<file path="src/rtl/fb_region_reader.sv">
// ---------------------------------------------------------------------------
// fb_region_reader
// Read-back engine for the SDRAM frame buffer. On a start request it loads
// the controller read window with a linear pixel region (x, y, len), drains
// that many words from the controller read FIFO and streams the upper 24 bits
// of each word out on a valid/ready pixel port.
//
// Ports
//   clk, rst_n                   clock, asynchronous active-low reset
//   sys_vaild                    SDRAM init done; starts ignored while low
//   x_pos, y_pos, len            region start column/row, pixel count
//   enable                       level start request (re-armed by going low)
//   busy                         transfer in progress
//   region_err                   1-cycle pulse: start address outside frame
//   pix_data/valid/ready/last    pixel output stream
//   fb_rd_load                   controller read-address load / FIFO clear
//   fb_rd_min_addr/max_addr      read window [min, max)
//   fb_rd                        read-FIFO pop request
//   fb_rd_data, fb_rd_empty      FIFO word (1-cycle latency), FIFO empty
// ---------------------------------------------------------------------------
module fb_region_reader #(
    parameter int H_DISP      = 1024,
    parameter int V_DISP      = 600,
    parameter int LOAD_CYCLES = 2,
    parameter int SETTLE      = 16
) (
    input  logic        clk,
    input  logic        rst_n,
    input  logic        sys_vaild,
    input  logic [15:0] x_pos,
    input  logic [15:0] y_pos,
    input  logic [23:0] len,
    input  logic        enable,
    output logic        busy,
    output logic        region_err,
    output logic [23:0] pix_data,
    output logic        pix_valid,
    input  logic        pix_ready,
    output logic        pix_last,
    output logic        fb_rd_load,
    output logic [31:0] fb_rd_min_addr,
    output logic [31:0] fb_rd_max_addr,
    output logic        fb_rd,
    input  logic [31:0] fb_rd_data,
    input  logic        fb_rd_empty
);

    localparam logic [31:0] FB_SIZE = 32'(H_DISP * V_DISP);
    localparam int          TW      = 16;

    typedef enum logic [1:0] {IDLE, LOAD, WAIT, STREAM} state_t;

    state_t          state, state_nxt;
    logic [TW-1:0]   tmr;
    logic            done;
    logic [23:0]     eff;
    logic [23:0]     issued;
    logic [23:0]     delivered;
    logic            rd_pending;   // pop issued last cycle, word arrives now
    logic [23:0]     buf_mem [2];
    logic            wr_ptr, rd_ptr;
    logic [1:0]      count;

    logic [31:0]     start_min, start_end;
    logic            start, start_err, start_zero, start_go;
    logic            buf_valid, accept, last_pix, last_accept;
    logic            room;

    // Only the pixel bits of the FIFO word are forwarded.
    logic            unused_bits;
    assign unused_bits = ^fb_rd_data[7:0];

    assign start_min  = 32'(x_pos) + 32'(y_pos) * 32'(H_DISP);
    assign start_end  = start_min + 32'(len);
    assign start      = (state == IDLE) && sys_vaild && enable && !done;
    assign start_err  = (start_min >= FB_SIZE);
    assign start_zero = (len == 24'd0);
    assign start_go   = start && !start_err && !start_zero;

    assign buf_valid   = (state == STREAM) && (count != 2'd0);
    assign accept      = buf_valid && pix_ready;
    assign last_pix    = (delivered == eff - 24'd1);
    assign last_accept = accept && last_pix;

    // Occupancy after this cycle's handshake plus the word still in flight
    // must leave a free slot, so a pop is never issued without a home.
    assign room = ({1'b0, count} - {2'b00, accept} + {2'b00, rd_pending}) < 3'd2;

    always_ff @(posedge clk or negedge rst_n) begin
        if (!rst_n) state <= IDLE;
        else        state <= state_nxt;
    end

    // NOTE: every output of this block gets a default first so no path leaves
    // a signal unassigned and no latch is inferred.
    always_comb begin
        state_nxt  = state;
        busy       = 1'b0;
        fb_rd_load = 1'b0;
        fb_rd      = 1'b0;
        pix_valid  = 1'b0;
        pix_last   = 1'b0;
        pix_data   = buf_mem[rd_ptr];
        case (state)
            IDLE: begin
                if (start_go) state_nxt = LOAD;
            end
            LOAD: begin
                busy       = 1'b1;
                fb_rd_load = 1'b1;
                if (tmr == TW'(LOAD_CYCLES - 1)) state_nxt = WAIT;
            end
            WAIT: begin
                busy = 1'b1;
                if (tmr == TW'(SETTLE - 1)) state_nxt = STREAM;
            end
            STREAM: begin
                busy      = 1'b1;
                pix_valid = buf_valid;
                pix_last  = buf_valid && last_pix;
                fb_rd     = !fb_rd_empty && (issued < eff) && room;
                if (last_accept) state_nxt = IDLE;
            end
            default: state_nxt = IDLE;
        endcase
    end

    // NOTE: sequential state uses non-blocking assignments so every register
    // samples pre-edge values regardless of statement order.
    always_ff @(posedge clk or negedge rst_n) begin
        if (!rst_n) begin
            tmr            <= '0;
            done           <= 1'b0;
            region_err     <= 1'b0;
            fb_rd_min_addr <= '0;
            fb_rd_max_addr <= '0;
            eff            <= '0;
            issued         <= '0;
            delivered      <= '0;
            rd_pending     <= 1'b0;
            wr_ptr         <= 1'b0;
            rd_ptr         <= 1'b0;
            count          <= '0;
            // NOTE: the two-entry buffer is reset because it drives pix_data
            // directly; larger storage would normally be left unreset.
            buf_mem[0]     <= '0;
            buf_mem[1]     <= '0;
        end else begin
            tmr        <= (state_nxt != state) ? '0 : tmr + TW'(1);
            region_err <= start && start_err;

            if ((start && (start_err || start_zero)) || last_accept) done <= 1'b1;
            else if (!enable)                                         done <= 1'b0;

            if (start_go) begin
                fb_rd_min_addr <= start_min;
                if (start_end > FB_SIZE) begin
                    fb_rd_max_addr <= FB_SIZE;
                    eff            <= 24'(FB_SIZE - start_min);
                end else begin
                    fb_rd_max_addr <= start_end;
                    eff            <= len;
                end
                issued    <= '0;
                delivered <= '0;
                wr_ptr    <= 1'b0;
                rd_ptr    <= 1'b0;
                count     <= '0;
            end else begin
                if (fb_rd) issued <= issued + 24'd1;
                if (rd_pending) begin
                    buf_mem[wr_ptr] <= fb_rd_data[31:8];
                    wr_ptr          <= ~wr_ptr;
                end
                if (accept) begin
                    rd_ptr    <= ~rd_ptr;
                    delivered <= delivered + 24'd1;
                end
                count <= count + {1'b0, rd_pending} - {1'b0, accept};
            end
            rd_pending <= fb_rd;
        end
    end

endmodule

</file>
<file path="config.mk">
export PLATFORM = sky130hd
export DESIGN_NAME = fb_region_reader
export DESIGN_NICKNAME = d
export VERILOG_FILES = /design/src/rtl/fb_region_reader.sv
export SDC_FILE = /design/constraint.sdc
export NUM_CORES = 1
export LEC_CHECK = 0
export CORE_ASPECT_RATIO = 1.2
export CORE_MARGIN = 2
export CORE_UTILIZATION = 56
export DETAILED_ROUTE_END_ITERATION = 10
export PLACE_DENSITY = 0.9
export SYNTH_ARGS = -nofsm -noshare
export SYNTH_HDL_FRONTEND = slang
export SYNTH_SLANG_ARGS = --single-unit
</file>
<file path="constraint.sdc">
create_clock -name clk -period 4.7 [get_ports clk]
set_input_delay 0.705 -clock clk [delete_from_list [all_inputs] [get_ports clk]]
set_output_delay 0.705 -clock clk [all_outputs]
set_load 0.005 [all_outputs]
</file>
==> flow_summary_export.csv <==
group,metric,value,unit
global_route,grt_overflow,0,
global_route,track_usage,0.2982,
global_route,antenna_found_initial,0,
routing,topRoutingLayerUsed,"met4",
routing,drtIter0Drc,1169,
finish,final_nets,1851,
clock_network,clk_pin_slew,90,ps
place,place_inst,1963,
sta,max_freq,212.4,MHz
sta,setup_viol,1,
place,gp_routability_congestion,0.9166,
status,outcome,"finished, violations left",
finish,post-route-util,0.7544,
synthesis,yosysTopAreaCell,"dfrtp_1",
synthesis,synth-main-ff-cell,"dfrtp_1",
routing,route.vias.total,12430,
synthesis,syn_avg_cell_area,9.221,µm²
synthesis,netlist.area_leader.share,0.3855,
clock_network,clockBufferDepth,2,
clock_network,cts_tree,"yes",
routing,drcViolationCount,0,
routing,wl_met1,14.78,mm
routing,drt-total-wl,39.96,mm
finish,final_layout_size_suffix_gt1_frac,0.2141,
clock_network,clk_latency,460,ps
synthesis,netlist_area,12980,µm²
finish,final_cell_mix,"dfrtp_1 (200), clkdlybuf4s50_1 (157), nor2_1 (145)",
worst_setup_path,worst_path_max_delay_cell,"fa_2",
sta,setup_tns,-7.050,ps
floorplanning,row_count,61,
worst_setup_path,slowest_delay,680,ps
synthesis,synth_async_sr_flop_share,1.000,
clock_network,htreeDepth,4,
routing,via_per_inst,6.151,
synthesis,yosysSeqAreaShare,0.3855,
worst_setup_path,cp.arrival,5010,ps
routing,ant_nets,0,
power,power.density,334.0,nW/µm²
routing,wire_per_inst,19.78,µm
floorplanning,core_area,22970,µm²
run,cap_violations,0,
status,violations,"negative setup slack",
clock_network,hold_buffers,0,
sta,timing.slew.headroom,0.2415,
global_route,grt_pass1_wl,58.11,mm
synthesis,synth.area.top_cells,"dfrtp_1 (39%), ha_1 (6.0%), xnor2_1 (5.5%), mux2_2 (4.6%), nor2_1 (4.3%)",
worst_setup_path,cp_max_fo,5,
finish,layout_commonest_cell,"dfrtp_1",
synthesis,synth_edf_count,0,
worst_setup_path,crit_required,5000,ps
place,dp_hpwl,26.17,mm
sta,final-hold-violation-count,0,
floorplanning,die_w,143,µm
routing,wl_met2,20.05,mm
clock_network,cts_buffers,17,
worst_hold_path,min_path_type,"input pin to async pin",
power,p_leak,7.987,nW
place,io_buffers,170,
worst_setup_path,worstPathCellList,"clkbuf_2 -> ha_4 -> inv_2 -> fa_2 -> inv_1 -> ha_1 -> buf_4 -> nand2_1 -> buf_4 -> nor4_2 -> o31ai_2 -> a21oi_2 -> buf_4 -> nor2_1 -> xor2_1 -> o2111a_1 -> o211ai_1 -> buf_4 -> clkbuf_16 -> mux2i_1 -> o21ai_1",
global_route,grt_max_degree,111,
sta,worst_clock_skew,17.53,ps
power,ir_drop,0.2513,mV
sta,min_period,4707,ps
global_route,grt_pass1_vias,11970,
synthesis,synth_seq_cells,200,
routing,wl_met3,2.819,mm
clock_network,cts_sinks,200,
finish,finalNonFillerCells,2020,
sta,layout_setup_ws,-7.050,ps
place,place_area,15930,µm²
sta,tightest_slew,1138,ps
routing,first_pass_iters,8,
finish,area_growth,33.48,%
floorplanning,die_area,24420,µm²
worst_setup_path,endpoint_kind,"flop",
finish,antennaDiodeCount,0,
synthesis,synthDistinctLibCells,78,
sta,final.period_utilization,1.002,
floorplanning,initial_core_util,0.5652,
worst_setup_path,critical_path.most_common_cell,"buf_4",
finish,design_area,17330,µm²
sta,drv_slew,0,
worst_setup_path,crit_type,"input pin to flop",
floorplanning,pin_count,188,
clock_network,clock-root-buffer,"clkbuf_16",
synthesis,yosys_warnings,0,
worst_setup_path,start_kind,"input pin",
floorplanning,die_h,170.8,µm
synthesis,netlist_instances,1408,
synthesized netlist by cell type, drive strengths merged, types with 7 or more instances:
cell type and count:
a211oi 10, a21o 22, a21oi 66, a31oi 9, and2 26, and3 26, and4 7, buf 22
clkbuf 46, dfrtp 200, ha 62, inv 65, mux2 73, mux2i 23, nand2 134, nand3 46
nand4 20, nor2 150, nor2b 12, nor3 35, nor4 32, o211ai 11, o21a 9, o21ai 44
o31ai 24, or3 10, xnor2 81, xor2 54
repair_timing:
action	in CTS	in global routing
setup endpoints to repair	42	45
gates resized for setup	24	94
pin swaps	2	40
setup buffers	12	10
gates cloned	2	1
flip-flops by register name, summed over array words and instances (netlist names), 2 cells and up:
register / flops
buf_mem: 48
fb_rd_max_addr: 28
fb_rd_min_addr: 27
delivered: 24
eff: 24
issued: 24
tmr: 16
count: 2
state: 2
stage by stage:
step	hold WS, ps	total power, W	setup slack, ps
CTS	393.7	0.005604	-36.56
finish	336.9	0.005788	-7.050
detailed placement	460.1	0.004000	-621.5
floorplan	409.4	0.003211	7.708
global placement	453.2	0.003915	-480.8
global route	423.1	0.006026	-139.8
worst max-delay path: cells and delay by family:
kind | cells | cell delay [ps]
muxes | 1 | 230
adders and majority gates | 3 | 1180
and+or+nand+nor | 3 | 410
AOI/OAI and AO/OA | 5 | 1140
buffers and inverters | 8 | 1140
xor gates and xnor gates | 1 | 210
report_power, final:
group          internal (W)  switching (W)
clock              0.000748       0.000815
sequential          0.00190       0.000200
combinational       0.00110        0.00102
total               0.00375        0.00204
routing by layer:
layer	global-route usage	vias up
met3	0.04506	214
met2	0.5346	736
li1	-	5527
met4	0.1429	0
met1	0.3473	5949
met5	0	-
final timing paths:
check	from	end	slack [ps]	cells past startpoint
max in group asynchronous	rst_n	eff[17]	3360	2
worst max-delay path	y_pos[0]	eff[16]	-7	21
worst max register to register	eff[0]	tmr[14]	1190	13
worst min-delay path	rst_n	buf_mem[10]	340	1
min in group clk	fb_rd_min_addr[6]	fb_rd_min_addr[6]	480	2
worst min register to register	fb_rd_min_addr[6]	fb_rd_min_addr[6]	480	2
final cells by class:
type | instances | area (µm²)
Sequential cell | 200 | 5005
Tap cell | 315 | 394.1
Clock inverter | 15 | 221.5
Multi-Input combinational cell | 1083 | 8024
Clock buffer | 17 | 425.4
Fill cell | 1379 | 5643
Timing Repair Buffer | 325 | 3017
Inverter | 65 | 244.0
cells by family (layout without fill, tap and decap cells):
family	after synthesis	after routing	share of synthesized area
and+or+nand+nor	536	536	0.2034
AOI/OAI and AO/OA	242	242	0.1245
DFF	200	200	0.3855
xor gates and xnor gates	135	135	0.09107
buffers and inverters	133	422	0.04404
muxes	96	96	0.08683
adders and majority gates	65	65	0.06437
other	1	9	0.0002888
No activity file was read; power rests on OpenSTA's default activity.
